`config.mk`:
```
export PLATFORM = sky130hd
export DESIGN_NAME = cop_irq_ctl
export DESIGN_NICKNAME = d
export VERILOG_FILES = /design/src/rtl/cop_irq_ctl_pkg.sv /design/src/rtl/cop_timer.sv /design/src/rtl/cop_irq_ctl.sv
export SDC_FILE = /design/constraint.sdc
export NUM_CORES = 1
export LEC_CHECK = 0
export ABC_AREA = 1
export CAP_MARGIN = 20
export CORE_ASPECT_RATIO = 0.75
export CORE_MARGIN = 3
export CORE_UTILIZATION = 45
export DETAILED_ROUTE_END_ITERATION = 7
export HOLD_SLACK_MARGIN = 0.05
export PLACE_DENSITY = 0.67
export SYNTH_ARGS = -nofsm -noshare
export SYNTH_HDL_FRONTEND = slang
export SYNTH_SLANG_ARGS = --single-unit
```
`constraint.sdc`:
```
create_clock -name clk -period 4.5 [get_ports clk]
set_clock_uncertainty 0.15 [all_clocks]
set_input_delay 0.45 -clock clk [delete_from_list [all_inputs] [get_ports clk]]
set_output_delay 0.45 -clock clk [all_outputs]
set_load 0.03 [all_outputs]
```
`src/rtl/cop_irq_ctl_pkg.sv`:
```
// Shared definitions for the coprocessor interrupt controller slice.
// Bus command codes (dmem_ctl encoding), register word offsets and the
// request FSM state type.
package cop_irq_ctl_pkg;

    // dmem_ctl bus command codes
    localparam logic [3:0] DMEM_NOP = 4'd0;
    localparam logic [3:0] DMEM_LBS = 4'd1;
    localparam logic [3:0] DMEM_LB  = 4'd2;
    localparam logic [3:0] DMEM_LHS = 4'd3;
    localparam logic [3:0] DMEM_LH  = 4'd4;
    localparam logic [3:0] DMEM_LW  = 4'd5;
    localparam logic [3:0] DMEM_SB  = 4'd6;
    localparam logic [3:0] DMEM_SH  = 4'd7;
    localparam logic [3:0] DMEM_SW  = 4'd8;

    // Register word offsets (cop_addr[4:2])
    localparam logic [2:0] OFF_PEND  = 3'd0;
    localparam logic [2:0] OFF_MASK  = 3'd1;
    localparam logic [2:0] OFF_VBASE = 3'd2;
    localparam logic [2:0] OFF_CUR   = 3'd3;
    localparam logic [2:0] OFF_EOI   = 3'd4;
    localparam logic [2:0] OFF_TLOAD = 3'd5;
    localparam logic [2:0] OFF_TCNT  = 3'd6;
    localparam logic [2:0] OFF_TCTL  = 3'd7;

    typedef enum logic [1:0] {
        StIdle = 2'd0,
        StReq  = 2'd1,
        StSvc  = 2'd2
    } irq_state_e;

endpackage

```
`src/rtl/cop_timer.sv`:
```
// Down-counting timer for the interrupt controller.
// Ports:
//   clk, rst       clock, synchronous active-low reset
//   tload_we_i     write TLOAD (also loads TCNT) with wdata_i
//   tctl_we_i      write TCTL {reload, en} from wdata_i[1:0]
//   wdata_i        bus write data
//   tload_o        TLOAD register
//   tcnt_o         current count
//   tctl_o         {reload, en}
//   fire_o         high on the cycle TCNT goes 1 -> 0
module cop_timer
    import cop_irq_ctl_pkg::*;
(
    input  logic        clk,
    input  logic        rst,
    input  logic        tload_we_i,
    input  logic        tctl_we_i,
    input  logic [31:0] wdata_i,
    output logic [31:0] tload_o,
    output logic [31:0] tcnt_o,
    output logic [1:0]  tctl_o,
    output logic        fire_o
);

    logic [31:0] tload_q, tload_d;
    logic [31:0] tcnt_q, tcnt_d;
    logic        en_q, en_d;
    logic        reload_q, reload_d;

    assign fire_o  = en_q && (tcnt_q == 32'd1);
    assign tload_o = tload_q;
    assign tcnt_o  = tcnt_q;
    assign tctl_o  = {reload_q, en_q};

    always_comb begin
        tload_d  = tload_q;
        tcnt_d   = tcnt_q;
        en_d     = en_q;
        reload_d = reload_q;
        // A zero count with en set stays idle and never fires.
        if (en_q && (tcnt_q != 32'd0)) begin
            if (fire_o) begin
                if (reload_q) begin
                    tcnt_d = tload_q;
                end else begin
                    tcnt_d = 32'd0;
                    en_d   = 1'b0;
                end
            end else begin
                tcnt_d = tcnt_q - 32'd1;
            end
        end
        // Bus writes override the counting update in the same cycle.
        if (tload_we_i) begin
            tload_d = wdata_i;
            tcnt_d  = wdata_i;
        end
        if (tctl_we_i) begin
            en_d     = wdata_i[0];
            reload_d = wdata_i[1];
        end
    end

    always_ff @(posedge clk) begin
        if (!rst) begin
            tload_q  <= 32'd0;
            tcnt_q   <= 32'd0;
            en_q     <= 1'b0;
            reload_q <= 1'b0;
        end else begin
            tload_q  <= tload_d;
            tcnt_q   <= tcnt_d;
            en_q     <= en_d;
            reload_q <= reload_d;
        end
    end

endmodule

```
`src/rtl/cop_irq_ctl.sv`:
```
// Vectored interrupt controller on the coprocessor bus with one timer as
// source 0 and NSRC-1 rising-edge external sources.
// Ports:
//   clk, rst        clock, synchronous active-low reset
//   pause           pipeline stall: bus ignored, cop_dout_o held
//   cop_addr_i      bus address; cop_data_i write data; cop_mem_ctl_i command
//   cop_dout_o      registered read data, 0 when not addressed
//   ext_irq_i       external interrupt sources 1..NSRC-1
//   irq_o           interrupt request; irq_addr_o its vector
//   iack_i          core acceptance pulse
module cop_irq_ctl
    import cop_irq_ctl_pkg::*;
#(
    parameter logic [31:0] BASE_ADDR = 32'hFFFF_0000,
    parameter int unsigned NSRC      = 8,
    parameter logic [31:0] VEC_RESET = 32'h0000_0050,
    parameter int unsigned VEC_SHIFT = 3
) (
    input  logic            clk,
    input  logic            rst,
    input  logic            pause,
    input  logic [31:0]     cop_addr_i,
    input  logic [31:0]     cop_data_i,
    input  logic [3:0]      cop_mem_ctl_i,
    output logic [31:0]     cop_dout_o,
    input  logic [NSRC-2:0] ext_irq_i,
    output logic            irq_o,
    output logic [31:0]     irq_addr_o,
    input  logic            iack_i
);

    logic            hit, acc, rd_en, wr_en;
    logic [2:0]      off;
    logic            we_pend, we_mask, we_vbase, we_eoi, we_tload, we_tctl;
    logic            unused_addr;

    logic [NSRC-1:0] pend_q, pend_d;
    logic [NSRC-1:0] mask_q, mask_d;
    logic [NSRC-1:0] eligible, set_bits, w1c_bits, ack_clr, idx_oh;
    logic [NSRC-2:0] ext_q;
    logic [31:0]     vbase_q, vbase_d;
    irq_state_e      state_q, state_d;
    logic [4:0]      idx_q, idx_d, win_idx;
    logic            irq_q, irq_d;
    logic [31:0]     irq_addr_q, irq_addr_d;
    logic [31:0]     dout_q, dout_d, rdata, win_vec;

    logic [31:0]     tload, tcnt;
    logic [1:0]      tctl;
    logic            fire;

    // Bus decode
    assign unused_addr = ^cop_addr_i[1:0];
    assign hit   = (cop_addr_i[31:5] == BASE_ADDR[31:5]);
    assign off   = cop_addr_i[4:2];
    assign acc   = hit && !pause;
    assign rd_en = acc && (cop_mem_ctl_i == DMEM_LW);
    assign wr_en = acc && (cop_mem_ctl_i == DMEM_SW);

    assign we_pend  = wr_en && (off == OFF_PEND);
    assign we_mask  = wr_en && (off == OFF_MASK);
    assign we_vbase = wr_en && (off == OFF_VBASE);
    assign we_eoi   = wr_en && (off == OFF_EOI);
    assign we_tload = wr_en && (off == OFF_TLOAD);
    assign we_tctl  = wr_en && (off == OFF_TCTL);

    cop_timer u_timer (
        .clk        (clk),
        .rst        (rst),
        .tload_we_i (we_tload),
        .tctl_we_i  (we_tctl),
        .wdata_i    (cop_data_i),
        .tload_o    (tload),
        .tcnt_o     (tcnt),
        .tctl_o     (tctl),
        .fire_o     (fire)
    );

    // Sources: timer is bit 0, external rising edges above it.
    assign set_bits = {ext_irq_i & ~ext_q, fire};
    assign w1c_bits = we_pend ? cop_data_i[NSRC-1:0] : '0;
    assign eligible = pend_q & mask_q;
    assign idx_oh   = {{(NSRC-1){1'b0}}, 1'b1} << idx_q;

    // Lowest index wins: scan downward so the last hit is the smallest.
    always_comb begin
        win_idx = 5'd0;
        for (int i = int'(NSRC) - 1; i >= 0; i--) begin
            if (eligible[i]) begin
                win_idx = 5'(i);
            end
        end
    end

    assign win_vec = vbase_q + ({27'd0, win_idx} << VEC_SHIFT);

    always_comb begin
        state_d    = state_q;
        idx_d      = idx_q;
        irq_d      = irq_q;
        irq_addr_d = irq_addr_q;
        ack_clr    = '0;
        unique case (state_q)
            StIdle: begin
                if (|eligible) begin
                    state_d    = StReq;
                    idx_d      = win_idx;
                    irq_d      = 1'b1;
                    irq_addr_d = win_vec;
                end
            end
            StReq: begin
                // iack outranks a same-cycle W1C or mask drop of the winner.
                if (iack_i) begin
                    state_d = StSvc;
                    irq_d   = 1'b0;
                    ack_clr = idx_oh;
                end else if (!(|(eligible & idx_oh))) begin
                    state_d = StIdle;
                    irq_d   = 1'b0;
                    idx_d   = 5'd0;
                end
            end
            StSvc: begin
                if (we_eoi) begin
                    state_d = StIdle;
                    idx_d   = 5'd0;
                end
            end
            default: begin
                state_d = StIdle;
                irq_d   = 1'b0;
                idx_d   = 5'd0;
            end
        endcase
    end

    // New edges win over any clear in the same cycle.
    assign pend_d  = (pend_q & ~w1c_bits & ~ack_clr) | set_bits;
    assign mask_d  = we_mask ? cop_data_i[NSRC-1:0] : mask_q;
    assign vbase_d = we_vbase ? cop_data_i : vbase_q;

    always_comb begin
        rdata = 32'd0;
        case (off)
            OFF_PEND:  rdata = 32'(pend_q);
            OFF_MASK:  rdata = 32'(mask_q);
            OFF_VBASE: rdata = vbase_q;
            OFF_CUR:   rdata = {(state_q == StSvc), 26'd0, idx_q};
            OFF_TLOAD: rdata = tload;
            OFF_TCNT:  rdata = tcnt;
            OFF_TCTL:  rdata = {30'd0, tctl};
            default:   rdata = 32'd0;
        endcase
    end

    always_comb begin
        dout_d = dout_q;
        if (!pause) begin
            dout_d = rd_en ? rdata : 32'd0;
        end
    end

    always_ff @(posedge clk) begin
        if (!rst) begin
            pend_q     <= '0;
            mask_q     <= '0;
            ext_q      <= '0;
            vbase_q    <= VEC_RESET;
            state_q    <= StIdle;
            idx_q      <= 5'd0;
            irq_q      <= 1'b0;
            irq_addr_q <= VEC_RESET;
            dout_q     <= 32'd0;
        end else begin
            pend_q     <= pend_d;
            mask_q     <= mask_d;
            ext_q      <= ext_irq_i;
            vbase_q    <= vbase_d;
            state_q    <= state_d;
            idx_q      <= idx_d;
            irq_q      <= irq_d;
            irq_addr_q <= irq_addr_d;
            dout_q     <= dout_d;
        end
    end

    assign cop_dout_o = dout_q;
    assign irq_o      = irq_q;
    assign irq_addr_o = irq_addr_q;

endmodule

```
==> summary.txt <==
max_slew headroom - 21.9%
number of remaining DRC errors - 0
YS warnings - 0
final setup TNS - 0 ns
start point of the worst min-delay path - ext_q[2]
quantity of gates resized following cts - 0
first-pass GRT wire length - 58.5 mm
Wirelength per Cell - 18.7 um
post-synth cell types - 47
maximum operating frequency - 0.315 GHz
GPL Wtd Cong - 0.955
slowest library cell on the worst path - sky130_fd_sc_hd__fa_1
Power per Cell Area - 268 nW/um^2
number of enable-type register cells in the synthesized netlist - 0
final standard cell area without fillers - 12800 um^2
min Tclk post-route - 3.17 ns
overall track demand over capacity in global routing - 29.4%
maximum number of pins on one net before global-route repair - 82
via count of the first global-routing pass - 9999
type of element launching the critical path - flop
maximum net fanout on the critical path - 5
Critical Path Sink Type - flop
DP HPWL - 28.3 mm
floorplan core area - 23100 um^2
clock root cell - sky130_fd_sc_hd__clkbuf_16
leading cell types by count after synthesis - sky130_fd_sc_hd__nand2_1 (419), sky130_fd_sc_hd__nor2_1 (200), sky130_fd_sc_hd__inv_1 (195)
area overhead of the layout relative to synthesis - 19.9%
effective utilization at floorplan - 46.0%
Post-Place Cell Area - 12100 um^2
number of clock buffers inserted by TritonCTS - 17
capture endpoint of the worst hold path - pend_q[3]
Mapped Nets - 1707
count of buffers added by post-CTS timing repair for setup - 0
Hold Path Cell Cnt - 1
portion of synthesized cell area occupied by the leading cell type - 35.9%
share of the cycle needed by the critical path after routing - 70.5%
setup violators final - 0
number of levels the H-tree was split into - 4
Tightest Hold Check Type - reg -> reg
clk buf depth - 2
cell mode on critical path - sky130_fd_sc_hd__inv_1
remaining global-route overflow - 0
total standard cell area after synthesis - 10600 um^2
Primary FF master, synth - sky130_fd_sc_hd__dfxtp_1
Slew @ Worst Pin - 1.17 ns
Vert. Die Dim - 139 um
Total Wirelength - 38.0 mm
top-count cell post-synth - sky130_fd_sc_hd__nand2_1
Static Leakage - 5.43 nW
result of the run - finished clean
die boundary width - 184 um
share of layout cells above drive strength 1 - 5.88%
number of antenna violations at the first check in global routing - 0
sequence of cells on the critical path - nand2_1 > a21boi_0 > o21ai_0 > a21oi_1 > nor2_1 > ha_1 > inv_1 > fa_1 > inv_1 > nand2_1 > nand2_1 > nand4_1 > nor2_1 > inv_1 > o21ai_0 > nand3_1 > o211ai_1 > inv_1
DR vias/cell - 5.54
via count - 11282
clock-pin slew of the registers on the worst-case setup and hold paths - 0.08 ns
synthesized area divided by synthesized cell count - 6.56 um^2
count of antenna-violating nets left after detailed routing - 0
final hold viol count - 0
top-level port count - 144
stage delay of the slowest cell on the critical path - 0.40 ns
antenna cells - 0
count of final max-slew check failures - 0
Final Net Count - 1807
clock latency on the worst-skew pair - 0.45 ns
worst setup path category - reg -> reg
max-cap violations - 0
clk sink count - 191
peak ir drop on the vdd network - 0.273 mV
Power, Total - 3.41 mW
length in cells of the worst reg-to-reg path - 18
worst endpoint data arrival time - 3.36 ns
post-synth top area cell - sky130_fd_sc_hd__dfxtp_1
number of cell rows - 48
cells after synthesis - 1622
die outline area - 25500 um^2
clock tree from TritonCTS - done
Post-CTS Hold Fix Bufs - 0
Pre-Repair DR Iteration Count - 7
Async S/R FF share, synth - 0%
setup repair after global routing missed its margin - false
initial detailed-routing violation count - 1295
cells taking the most area after synthesis - sky130_fd_sc_hd__dfxtp_1 (36%), sky130_fd_sc_hd__nand2_1 (15%), sky130_fd_sc_hd__nor2_1 (7.1%), sky130_fd_sc_hd__inv_1 (6.9%), sky130_fd_sc_hd__a21oi_1 (5.4%)
sequential share of the synthesized area - 35.9%
flip-flop and latch count after synthesis - 191
Data required, critical path - 4.69 ns
startpoint of the worst-slack reg-to-reg timing path - pend_q[5]
register-to-register setup slack - 1.33 ns
end of the worst register-to-register path - irq_addr_o[19]
I/O Buffers - 141
==> flip-flops by register name, indices dropped and copies added (netlist names) <==
signal / count
state_q: 2
pend_q: 8
u_timer.tcnt_o: 32
mask_q: 8
u_timer.reload_q: 1
cop_dout_o: 32
idx_q: 3
ext_q: 7
vbase_q: 32
u_timer.tload_o: 32
irq_addr_o: 32
u_timer.en_q: 1
irq_o: 1
==> power breakdown <==
group | leakage (nW) | total [mW] | switching, mW | internal (mW)
registers | 1.54 | 1.70 | 0.00540 | 1.70
clock network | 0.284 | 1.52 | 0.767 | 0.756
logic | 3.60 | 0.189 | 0.112 | 0.0770
==> cell type report <==
cell class,count,area [um^2]
flip-flops and latches,191,3820
multi-input cells,1161,5720
well taps,300,375
clock buffers,18,439
inverters,199,749
repair buffers,152,1510
clock inverters,14,141
fillers,2335,10400
==> per-stage QoR <==
step	instances	util (%)	hold WS, ns	worst slack, ns
2_1_floorplan	1622	-	0.249	1.83
3_3_place_gp	2002	52.5	0.255	1.32
3_5_place_dp	2002	52.5	0.264	1.26
4_1_cts	2034	55.1	0.275	1.29
5_1_grt	2035	55.2	0.287	0.986
6_report	2035	55.2	0.275	1.33
==> worst max-delay path by stage <==
stage	endpoint	start	cells past startpoint
after detailed placement	u_timer.tcnt_o[20]	cop_addr_i[3]	11
after global routing	irq_addr_o[19]	mask_q[7]	19
final	irq_addr_o[19]	pend_q[5]	18
after global placement	irq_addr_o[19]	pend_q[5]	18
after floorplan	irq_addr_o[19]	pend_q[5]	18
after CTS	irq_addr_o[19]	pend_q[5]	18
==> layer usage <==
layer | up-vias | routed length [um] | part of all wire (%) | GRT usage (%)
met5 | - | 0 | 0 | 0
met4 | 0 | 601 | 1.6 | 7.01
met3 | 50 | 4120 | 11 | 7.81
met2 | 510 | 15500 | 41 | 40.8
met1 | 5220 | 17800 | 47 | 44.9
li1 | 5502 | - | - | -
==> worst max-delay path, delay by kind of cell, from the launching register on <==
family,cells,cell delay [ns]
AO/OA/AOI/OAI,5,0.65
adder cells (fa/ha/maj),2,0.58
buffers and inverters,4,0.28
flip-flops,1,0.39
AND/OR/NAND/NOR,7,1.01
==> cells by family after synthesis <==
logic type	synth area share [%]
simple gates	33.8
buf+inv	10.3
flops	35.9
compound gates	17.0
xor+xnor	2.14
fa+ha+maj	0.776
==> placed cells by master (no fill, tap or decap), types with 2 or more instances in the layout <==
cell type	count
sky130_fd_sc_hd__nor2_4	6
sky130_fd_sc_hd__a21oi_1	115
sky130_fd_sc_hd__inv_2	3
sky130_fd_sc_hd__o21ai_0	93
sky130_fd_sc_hd__clkbuf_16	17
sky130_fd_sc_hd__or2_2	2
sky130_fd_sc_hd__o211ai_1	15
sky130_fd_sc_hd__clkinv_4	3
sky130_fd_sc_hd__inv_6	4
sky130_fd_sc_hd__o31ai_1	2
sky130_fd_sc_hd__nor3_1	22
sky130_fd_sc_hd__a311oi_1	2
sky130_fd_sc_hd__xor2_1	26
sky130_fd_sc_hd__nand2_1	419
sky130_fd_sc_hd__nand4_1	47
sky130_fd_sc_hd__nand3_1	108
sky130_fd_sc_hd__and2_1	2
sky130_fd_sc_hd__ha_1	5
sky130_fd_sc_hd__nor2_2	9
sky130_fd_sc_hd__inv_1	195
sky130_fd_sc_hd__nand2_2	8
sky130_fd_sc_hd__o21ai_1	8
sky130_fd_sc_hd__inv_8	5
sky130_fd_sc_hd__o22ai_1	4
sky130_fd_sc_hd__nor2_1	200
sky130_fd_sc_hd__o221ai_1	23
sky130_fd_sc_hd__nor3_4	2
sky130_fd_sc_hd__a31oi_1	3
sky130_fd_sc_hd__nand3b_1	2
sky130_fd_sc_hd__buf_4	10
sky130_fd_sc_hd__clkdlybuf4s50_1	140
sky130_fd_sc_hd__a211oi_2	20
sky130_fd_sc_hd__dfxtp_1	191
sky130_fd_sc_hd__a211oi_1	5
No activity file was read; power rests on OpenSTA's default activity.
